## config.mk

```make
export PLATFORM = sky130hd
export DESIGN_NAME = mcla20_share_arb
export DESIGN_NICKNAME = d
export VERILOG_FILES = /design/src/rtl/mcla20_share_arb.sv
export SDC_FILE = /design/constraint.sdc
export NUM_CORES = 1
export LEC_CHECK = 0
export CORE_MARGIN = 2
export CORE_UTILIZATION = 46
export DETAILED_ROUTE_END_ITERATION = 16
export PLACE_DENSITY = 0.87
export REMOVE_ABC_BUFFERS = 1
export SYNTH_ARGS = -nofsm -noshare
export SYNTH_HDL_FRONTEND = slang
export SYNTH_SLANG_ARGS = --single-unit
```

## constraint.sdc

```tcl
create_clock -name clk -period 8.92 [get_ports clk]
set_input_delay 2.23 -clock clk [delete_from_list [all_inputs] [get_ports clk]]
set_output_delay 2.23 -clock clk [all_outputs]
set_load 0.005 [all_outputs]
```

## src/rtl/mcla20_share_arb.sv

```systemverilog
// Round-robin front end for one shared 20-bit adder: grants one requester per cycle,
// drives the adder from it and captures the 21-bit sum plus ID in a one-entry response register.
module mcla20_share_arb #(
    parameter int NREQ = 4,
    parameter int IDW  = 2
) (
    input  logic              clk,
    input  logic              rst,
    input  logic [NREQ-1:0]   req_valid,
    output logic [NREQ-1:0]   req_ready,
    input  logic [NREQ*20-1:0] req_a,
    input  logic [NREQ*20-1:0] req_b,
    output logic [19:0]       add_a,
    output logic [19:0]       add_b,
    input  logic [20:0]       add_s,
    output logic              rsp_valid,
    input  logic              rsp_ready,
    output logic [20:0]       rsp_sum,
    output logic [IDW-1:0]    rsp_id,
    output logic [15:0]       busy_cnt
);

    // Handshakes: a transfer happens on a rising edge where valid and ready are both 1.
    // Request side: req_ready is combinational and one-hot for the granted requester.
    // Response side: rsp_valid stays high with stable data until rsp_ready is seen.
    typedef enum logic {EMPTY = 1'b0, FULL = 1'b1} rsp_state_e;

    rsp_state_e     state_q, state_d;
    logic [IDW-1:0] rr_q, rr_d;
    logic [20:0]    sum_q, sum_d;
    logic [IDW-1:0] id_q, id_d;
    logic [15:0]    cnt_q, cnt_d;
    logic [19:0]    add_a_q, add_a_d;
    logic [19:0]    add_b_q, add_b_d;

    logic           can_issue;
    logic           gnt_any;
    logic [IDW-1:0] gnt_idx;
    logic           rsp_hs;

    function automatic logic [IDW-1:0] wrap_idx(input logic [IDW-1:0] base, input int k);
        int s;
        s = int'(base) + k;
        if (s >= NREQ) s = s - NREQ;
        return IDW'(s);
    endfunction

    always_comb begin
        can_issue = (state_q == EMPTY) || rsp_ready;
        gnt_any   = 1'b0;
        gnt_idx   = '0;
        req_ready = '0;
        for (int k = 0; k < NREQ; k++) begin
            if (can_issue && !gnt_any && req_valid[wrap_idx(rr_q, k)]) begin
                gnt_any = 1'b1;
                gnt_idx = wrap_idx(rr_q, k);
            end
        end
        if (gnt_any) req_ready[gnt_idx] = 1'b1;
    end

    // Operands freeze on idle cycles so the shared adder does not toggle.
    always_comb begin
        add_a_d = add_a_q;
        add_b_d = add_b_q;
        if (gnt_any) begin
            add_a_d = req_a[gnt_idx*20 +: 20];
            add_b_d = req_b[gnt_idx*20 +: 20];
        end
    end

    assign add_a  = add_a_d;
    assign add_b  = add_b_d;
    assign rsp_hs = (state_q == FULL) && rsp_ready;

    always_comb begin
        state_d = state_q;
        rr_d    = rr_q;
        sum_d   = sum_q;
        id_d    = id_q;
        cnt_d   = cnt_q;
        if (gnt_any) begin
            state_d = FULL;
            sum_d   = add_s;
            id_d    = gnt_idx;
            rr_d    = wrap_idx(gnt_idx, 1);
        end else if (rsp_hs) begin
            state_d = EMPTY;
        end
        if (rsp_hs && (cnt_q != 16'hFFFF)) cnt_d = cnt_q + 16'd1;
    end

    always_ff @(posedge clk) begin
        if (rst) begin
            state_q <= EMPTY;
            rr_q    <= '0;
            sum_q   <= '0;
            id_q    <= '0;
            cnt_q   <= '0;
            add_a_q <= '0;
            add_b_q <= '0;
        end else begin
            state_q <= state_d;
            rr_q    <= rr_d;
            sum_q   <= sum_d;
            id_q    <= id_d;
            cnt_q   <= cnt_d;
            add_a_q <= add_a_d;
            add_b_q <= add_b_d;
        end
    end

    assign rsp_valid = (state_q == FULL);
    assign rsp_sum   = sum_q;
    assign rsp_id    = id_q;
    assign busy_cnt  = cnt_q;

endmodule

```

After elaboration in Yosys (flattened, before gate mapping)

Cells that the tools add are included.

Reduce and logical (&&, ||, !) cells: 15
Equal/unequal tests: 1
Multiplexer cells: 28
Bitwise logic cells: 1
Shifts and indexed selects: 2
$lt $le $gt $ge: 11
Add/subtract/negate cells: 10
Multipliers: 1

Operator list:

| operator                | number |
|---|---|
| $shiftx A80 B8 Y20      | 2 |
| $mux W20                | 2 |
| $mux W2                 | 9 |
| $add A16 B1 Y16 const B | 1 |
| $ne A16 B16 Y1 const B  | 1 |
| $lt A2 B3 Y1 const B    | 5 |
| $ge A3 B3 Y1 const B    | 4 |
| $mux W1                 | 11 |
| $logic_and A1 B1 Y1     | 10 |
| $sub A2 B1 Y2 const B   | 5 |
| $bmux W1 S2             | 4 |
| $add A2 B1 Y3 const B   | 2 |
| $add A2 B2 Y3 const B   | 2 |
| $mul A2 B3 Y5 const B   | 1 |
| $mux W4                 | 1 |
| $ge A2 B3 Y1 const B    | 1 |
| $logic_not A1 Y1        | 3 |
| $demux W1 S2            | 1 |
| $ge A2 B1 Y1 const B    | 1 |
| $reduce_bool A2 Y1      | 1 |
| $logic_or A1 B1 Y1      | 1 |
| $not A1 Y1              | 1 |

Word-level logic and storage cells: 76
Bits of input ports: 188
Register bits after elaboration: 82
Output and inout port bits: 84

Logic depth before layout (Yosys ltp)

Gate-level depths: netlist of the first run.

Depth in word-level cells: 23
Depth in mapped cells: 10
Mapped depth without buffers: 6

Worst setup path after synthesis of the first run

OpenSTA, ideal clock, no wires.

Path kind: input port to output port
From: input port rsp_ready
To: output port add_a[10]
Data required time: 6690 ps
Stages on the path: 9
Buffers on the path: 3
Arrival: 3845 ps
Setup slack: 2845 ps
Cell sequence: nor2b_1 buf_2 a211oi_2 o32a_1 buf_4 clkbuf_1 and3_1 a211oi_1 o31ai_2

Word-level cells in the longest chain between the ends: 18
Elaborated cells between the ends (all ways): 22
Classes of those cells: 1 x mul; 1 x shift; 9 x mux; 11 x reduce/logical

RTL lines:

| item                             | line | source |
|---|---|---|
| from (decl)                      | 17   | `input logic rsp_ready,` |
| $logic_or A1 B1 Y1 *             | 49   | `can_issue = (state_q == EMPTY) \|\| rsp_ready;` |
| $logic_and A1 B1 Y1              | 54   | `if (can_issue && !gnt_any && req_valid[wrap_idx(rr_q, k)]) begin` |
| $mux W1                          | 54   |  |
| $logic_not A1 Y1                 | 54   |  |
| $logic_and A1 B1 Y1 (2 in a row) | 54   |  |
| $mux W1                          | 54   |  |
| $logic_not A1 Y1                 | 54   |  |
| $logic_and A1 B1 Y1 (2 in a row) | 54   |  |
| $mux W1                          | 54   |  |
| $logic_not A1 Y1                 | 54   |  |
| $logic_and A1 B1 Y1 (2 in a row) | 54   |  |
| $mux W2                          | 54   |  |
| $mul A2 B3 Y5                    | 67   | `add_a_d = req_a[gnt_idx*20 +: 20];` |
| $shiftx A80 B8 Y20               | 67   |  |
| $mux W20 *                       | 66   | `if (gnt_any) begin` |
| to (decl)                        | 13   | `output logic [19:0] add_a,` |

Mark *: on every way between the ends. The rest lies on a longest branch, timed or not.

Worst setup path in the final report of the first run

From: input port req_valid[2]
To: output port add_a[0]

Word-level cells in the longest chain between the ends: 19
Elaborated cells between the ends (all ways): 29
Classes of those cells: 1 x mul; 1 x shift; 17 x mux; 10 x reduce/logical

RTL lines:

| item                             | line | source |
|---|---|---|
| from (decl)                      | 9    | `input logic [NREQ-1:0] req_valid,` |
| $bmux W1 S2                      | 54   |  |
| $mux W1 (implied by the code)    | 54   |  |
| $logic_and A1 B1 Y1              | 54   |  |
| $mux W1                          | 54   |  |
| $logic_not A1 Y1                 | 54   |  |
| $logic_and A1 B1 Y1 (2 in a row) | 54   |  |
| $mux W1                          | 54   |  |
| $logic_not A1 Y1                 | 54   |  |
| $logic_and A1 B1 Y1 (2 in a row) | 54   |  |
| $mux W1                          | 54   |  |
| $logic_not A1 Y1                 | 54   |  |
| $logic_and A1 B1 Y1 (2 in a row) | 54   |  |
| $mux W2                          | 54   |  |
| $mul A2 B3 Y5                    | 67   |  |
| $shiftx A80 B8 Y20               | 67   |  |
| $mux W20 *                       | 66   |  |

Mark *: on every way between the ends. The rest lies on a longest branch, timed or not. The select of a mux whose other input is x is not followed.

==> impl_metrics.env, run 1 <==
export IMPL_dr_first_iter_drc_count=514
export IMPL_vdd_drop_max_mv=0.170
export IMPL_antenna_left=0
export IMPL_crit_arrival_ps=5570
export IMPL_seq_power_share_pct=18.0
export IMPL_p_int_mw=1.59
export IMPL_final_cells=1146
export IMPL_ios=272
export IMPL_wl_um=20900
export IMPL_critPathMostFrequentCell="clkdlybuf4s50_1"
export IMPL_pwr_share_clk_pct=12.6
export IMPL_coreArea_mm2=0.0131
export IMPL_grt_start_max_net_pins=85
export IMPL_place_congestion=0.867
export IMPL_grt_usage_pct=28.5
export IMPL_crit_fanout=81
export IMPL_dpl_hpwl_um=14500
export IMPL_grt_pass1_vias=6604
export IMPL_synth_cell_types=59
export IMPL_rr_worst_depth=7
export IMPL_p_leak_nw=3.23
export IMPL_synth_edf_count=0
export IMPL_avgSynthCellArea_um2=8.16
export IMPL_reg2reg_to="add_a_q[0]$_SDFF_PP0_"
export IMPL_p_total_mw=2.87
export IMPL_drc=0
export IMPL_filler_cell_count=1026
export IMPL_switching_share_pct=44.7
export IMPL_cpPeakStageDelay_ps=610
export IMPL_clock_sinks=82
export IMPL_worst_path_buf_inv=3
export IMPL_endpoint_kind="output port"
export IMPL_die_h_um=119
export IMPL_diodes=0
export IMPL_max_slew_margin_pct=42.2
export IMPL_critPathLaunchType="input port"
export IMPL_max_freq_mhz=128
export IMPL_critical_path_class="input port to output port"
export IMPL_dp_cells=1130
export IMPL_cts_resized=0
export IMPL_slowest_stage="clkdlybuf4s50_1"
export IMPL_synth_seq_cells=82
export IMPL_slew_violations=0
export IMPL_preCtsSetupSlack_ps=1190
export IMPL_powerDensity_mw_per_mm2=319
export IMPL_status="complete, no violations"
export IMPL_grt_first_pass_wirelength_um=33000
export IMPL_period_share_pct=87.5
export IMPL_min_from="rsp_sum[15]$_SDFFE_PP0N_"
export IMPL_root_buffer="clkbuf_16"
export IMPL_r2r_setup_slack_ps=5260
export IMPL_finalWorstSetupSlack_ps=1120
export IMPL_vias=6834
export IMPL_skew_ps=6.73
export IMPL_clk_pin_slew_worst_paths_ps=70
export IMPL_whs_path_depth=2
export IMPL_ctsHtreeMaxLevel=3
export IMPL_drive_gt1_share_pct=11.6
export IMPL_combPwrFrac_pct=69.4
export IMPL_p_switching_mw=1.28
export IMPL_synth_area_mm2=0.00610
export IMPL_clk_latency_ps=340
export IMPL_grt_ovfl_total=0
export IMPL_cts_buffer_depth=2
export IMPL_ys_flop_type="dfxtp_1"
export IMPL_die_w_um=119
export IMPL_cts_tree="built"
export IMPL_synth_seq_area_share_pct=26.9
export IMPL_portBuffers=271
export IMPL_maxCapViolations=0
export IMPL_tightest_slew_ps=866
export IMPL_fin_nets=1154
export IMPL_rsz0062_at_grt="false"
export IMPL_finalCriticalPeriod_ps=7800
export IMPL_rr_startpoint="rr_q[0]$_SDFFE_PP0N_"
export IMPL_hold_end="rsp_sum[15]$_SDFFE_PP0N_"
export IMPL_antenna_found_initial=0
export IMPL_hold_path_class="flop to flop"
export IMPL_vias_per_cell=5.96
export IMPL_syn_inst=747
export IMPL_required_ps=6690
export IMPL_critPathTopFamily="buffers and inverters"
export IMPL_start_util_pct=46.6
export IMPL_firstDrtPassIters=5
export IMPL_crit_chain="clkdlybuf4s50_1 > nand2b_1 > a211oi_2 > o32a_2 > buf_4 > and3_1 > a211oi_1 > o31ai_1 > clkdlybuf4s50_1"
export IMPL_yosysWarnings=0
export IMPL_routedWlPerCell_um=18.2
export IMPL_rows=42
export IMPL_final_hold_viol_count=0
export IMPL_setup_viol=0
export IMPL_post_cts_buffers=0
export IMPL_cts_hold_buf=0
export IMPL_numCtsBuffers=9
export IMPL_syn_to_final_growth_pct=47.8
export IMPL_dieArea_mm2=0.0142
export IMPL_ys_async_sr_fraction_pct=0
==> synthesized netlist by cell type, types with 3 or more instances <==
master / number / area share [%]
nand4_1: 3 / 0.31
o221ai_2: 40 / 9.9
nand2_1: 133 / 8.2
buf_2: 21 / 1.7
nor2_1: 29 / 1.8
dfxtp_1: 82 / 27
o31ai_1: 26 / 3.2
o31ai_2: 14 / 2.9
xnor2_1: 6 / 0.86
a21oi_1: 106 / 8.7
a211oi_2: 11 / 2.3
inv_1: 3 / 0.18
buf_4: 13 / 1.6
a211oi_1: 71 / 8.7
nand3_1: 4 / 0.33
nand2b_1: 4 / 0.41
buf_1: 3 / 0.18
clkbuf_1: 32 / 2.0
buf_6: 9 / 1.7
xor2_1: 8 / 1.1
and3_1: 86 / 8.8
==> per-stage QoR <==
step | area, µm² | hold WS [ps] | util (%) | TNS [ps]
floorplan | 5660 | 436 | - | -1840
global placement | 8730 | 438 | 66.7 | 0
detailed placement | 8730 | 443 | 66.7 | 0
CTS | 9010 | 453 | 68.9 | 0
global route | 9010 | 478 | 68.9 | 0
finish | 9010 | 451 | 68.9 | 0
==> cell type report <==
class	count	area [µm²]	area share (%)
Timing Repair Buffer	285	2830	31.4
Inverter	3	11.3	0.125
Sequential cell	82	1640	18.2
Clock buffer	9	225	2.50
Multi-Input combinational cell	584	4020	44.6
Tap cell	176	220	2.44
Clock inverter	7	58.8	0.653
==> cell families after synthesis <==
| kind of cell | count (synthesis) | share of synthesized area (%) |
|---|---|---|
| AOI/OAI and AO/OA | 287 | 39.7 |
| and+or+nand+nor | 277 | 22.7 |
| DFF | 82 | 26.9 |
| buffers and inverters | 81 | 7.33 |
| xor gates and xnor gates | 14 | 2.01 |
| muxes | 5 | 1.07 |
| adders and majority gates | 1 | 0.205 |
==> per-layer routing <==
layer,wire [µm],GRT usage [%]
met1,8720,35.4
met2,9970,47.6
met3,1320,4.89
met4,893,14.3
met5,0,0
==> worst register-to-register path: stages (launching register included) <==
cell	delay (ps)
dfxtp_1	690
mux2_2	420
a21o_1	210
o21a_1	230
o32ai_4	210
buf_4	550
nand3_4	820
o221ai_2	440
==> power by group through the flow <==
stage          Sequential (mW)  Combinational [mW]  Clock [mW]
2_1_floorplan            0.514                1.13           0
6_report                 0.517                1.99       0.362
4_1_cts                  0.517                1.99       0.371
3_3_place_gp             0.519                1.95           0
3_5_place_dp             0.524                1.98           0
5_1_grt                  0.529                2.15       0.385
==> registers in the layout (all words and copies together) (netlist names) <==
| signal | flops |
|---|---|
| rsp_sum | 21 |
| busy_cnt | 16 |
| add_a_q | 20 |
| add_b_q | 20 |
| rr_q | 2 |
| rsp_valid | 1 |
| rsp_id | 2 |
==> layout by cell type (no fill, tap or decap), types with 13 or more instances in the layout <==
| cell type | n |
|---|---|
| clkdlybuf4s50_1 | 271 |
| nand2_1 | 133 |
| a21oi_1 | 106 |
| and3_1 | 86 |
| dfxtp_1 | 82 |
| a211oi_1 | 71 |
| o221ai_2 | 40 |
| nor2_1 | 29 |
| o31ai_1 | 26 |
| o31ai_2 | 14 |
| buf_4 | 13 |
==> worst max-delay path by stage <==
stage | from | end | cells past startpoint
3_5_place_dp | req_valid[0] | add_a[3] | 9
4_1_cts | req_valid[0] | add_a[18] | 9
6_report | req_valid[2] | add_a[0] | 9
2_1_floorplan | rsp_ready | add_a[10] | 5
5_1_grt | req_valid[1] | add_a[15] | 9
3_3_place_gp | req_valid[0] | add_a[18] | 9
(Power assumes the default switching activity.)
==> run 2: changes to the inputs <==
--- a/config.mk
+++ b/config.mk
@@ -7,9 +7,12 @@
 export LEC_CHECK = 0
 export CORE_MARGIN = 2
 export CORE_UTILIZATION = 46
+export CTS_CLUSTER_DIAMETER = 50
+export CTS_CLUSTER_SIZE = 40
 export DETAILED_ROUTE_END_ITERATION = 16
 export PLACE_DENSITY = 0.87
 export REMOVE_ABC_BUFFERS = 1
+export SETUP_SLACK_MARGIN = 0.5
 export SYNTH_ARGS = -nofsm -noshare
 export SYNTH_HDL_FRONTEND = slang
 export SYNTH_SLANG_ARGS = --single-unit
==> results of run 2 <==
The final DEF is identical to that of run 1; final timing and power are the same.
==> patch (settings of run 2) <==
The parameter `NREQ` goes from 4 to 3.
--- a/src/rtl/mcla20_share_arb.sv
+++ b/src/rtl/mcla20_share_arb.sv
@@ -1,7 +1,7 @@
 // Round-robin front end for one shared 20-bit adder: grants one requester per cycle,
 // drives the adder from it and captures the 21-bit sum plus ID in a one-entry response register.
 module mcla20_share_arb #(
-    parameter int NREQ = 4,
+    parameter int NREQ = 3,
     parameter int IDW  = 2
 ) (
     input  logic              clk,
Ports: changed (resized req_a, req_b, req_ready and req_valid); port bits go from 272 to 230. The function was not compared with the original's and may differ.
==> patch against run 2 <==
Sequential power about the same. Clock power decreased by 16%. Sequential cell count unchanged. Non-clock buffer count fell by 49. Critical path depth is 1 lower. Largest power group unchanged. Cell area decreased by 27%. Routed wire length down 29%. Global-route usage up 1.1 points. Worst setup slack improved by 200 ps. Area after synthesis shrank 33%. Largest cell class is now non-clock buffers. Power shrank 24%. Highest routed layer unchanged.
==> patch: results (changes against run 2) <==
CTS Buffer Depth: 2 (unchanged)
share of post-route cells with drive strength above 1: 4.75% (-6.9 points)
Post-Route WL: 14,900 um (-29%)
Iter 0 DRT Violations: 243 (-53%)
clk_skew: 11.3 ps (+4.55 ps)
Netlist cell types: 48 (-19%)
clk_lat worst skew: 350 ps
FILL cells: 647 (-37%)
Worst Tran Pin Value: 875 ps (+8.43 ps)
Ys Warns: 0 (unchanged)
CTS Buf Count: 9 (unchanged)
DRT Pass-1 Iters: 5 (unchanged)
ys flop type: dfxtp_1
Pleak: 0.00242 uW (-25%)
Synth top area share: 40.3% (+13 points)
GRT Util Overall: 29.6% (+1.1 points)
VDD IR max: 0.000242 V (+42%)
worst-path maximum fanout: 33 (-59%)
Net Sw Frac: 39.8% (-4.9 points)
first-pass GRT wire length: 23,300 um (-30%)
vias per cell: 5.91 (-0.83%)
postcts setup bufs: 0 (unchanged)
Seq/Total Area, Yosys: 40.3% (+13 points)
number of global-route vias before repair: 4,806 (-27%)
top cells by area, synth: dfxtp_1, nand2_1, a22oi_1
TNS Setup: 0 ps (unchanged)
IO Port Bufs: 229 (-15%)
post-detail-place hpwl: 10,600 um (-27%)
r2r worst-path depth: 9 (+2)
Compound-Gate Fraction of Synth Area: 21.7% (-18 points)
clk slew on worst S/H paths: 80 ps
status: complete, no violations
Hold Path Class: flip-flop to flip-flop
Synth Area in XOR/XNOR: 3.22% (+1.2 points)
pre-CTS setup slack: 1400 ps (+215 ps)
htree depth: 3 (unchanged)
Clk Tree Root Cell: clkbuf_8
cts repair resizes: 0 (unchanged)
n_diodes: 0 (unchanged)
largest net degree at the start of global routing: 51 (-40%)
routability cong.: 0.893 (+3.0%)
fin nets: 864 (-25%)
initial antenna violation count: 0 (unchanged)
Largest register FFs: 21 (unchanged)
adder and majority cell fraction of the synthesized area: 1.84% (+1.6 points)
mux contribution to synthesized area: 2.46% (+1.4 points)
most frequent cells after synthesis: nand2_1, dfxtp_1, a22oi_1
hold depth: 2 (unchanged)
Area after DPL: 6380 sq um (-27%)
Synth async-reset ratio: 0% (unchanged)
Crit path arrival time: 5380 ps (-190 ps)
[patch: changes by cell type in the layout (fill, tap and decap cells not counted), sizes merged, moves of 34 or more]
cell,before,now
and3,86,2
a211oi,82,0
a21oi,107,26
nand2,134,86
clkdlybuf4s50,271,228
a22oi,0,40
o221ai,40,0
o31ai,40,0
nand4,3,37
[patch: per-layer routing]
layer	part of all wire, %	vias up	global-route usage [%]
li1	-	2290	-
met1	38	2272	34.5
met2	50	267	51.9
met3	8.3	44	6.30
met4	3.4	0	13.7
met5	0	-	0
[patch: worst max-delay path: stages]
cell and delay, ps:
clkdlybuf4s50_1 550, and2b_4 240, a221o_1 320, a32oi_1 400, a311o_2 680, nand4_1 240, nand3_1 170, clkdlybuf4s50_1 540
[patch: cells by family after synthesis]
| logic type | count (synthesis) |
|---|---|
| AO/OA/AOI/OAI | 131 |
| XOR/XNOR | 15 |
| adder cells (fa/ha/maj) | 6 |
| buffers and inverters | 48 |
| flip-flops | 82 |
| multiplexers | 10 |
| AND/OR/NAND/NOR | 213 |
[patch: path summary, 6_finish.rpt]
check / startpoint / end / slack, ps
hold / removal: rsp_sum[11] / rsp_sum[11] / 450
setup reg to reg: rr_q[0] / add_a_q[18] / 5800
setup / recovery: rsp_ready / add_b[14] / 1310
hold reg to reg: rsp_sum[11] / rsp_sum[11] / 450
[patch: layout make-up]
type | instances | area (sq um) | share of cell area, %
repair buffers | 236 | 2340 | 35.4
multi-input cells | 375 | 2230 | 33.8
flip-flops and latches | 82 | 1640 | 24.9
clock buffers | 10 | 138 | 2.08
well taps | 108 | 135 | 2.05
clock inverters | 6 | 90.1 | 1.36
inverters | 7 | 26.3 | 0.398
[patch: power groups by stage]
stage	sequential, uW	combinational (uW)	clock (uW)
after global placement	519	1330	0
after floorplan	519	644	0
final	515	1370	305
after CTS	516	1370	309
after global routing	526	1490	327
after detailed placement	523	1360	0
[patch: per-stage QoR]
stage,total power [uW],util [%],std cells,hold slack (ps)
2_1_floorplan,1160,-,464,442
3_3_place_gp,1850,73.8,808,438
3_5_place_dp,1880,73.8,808,442
4_1_cts,2190,76.5,824,453
5_1_grt,2340,76.5,824,477
6_report,2190,76.5,824,453
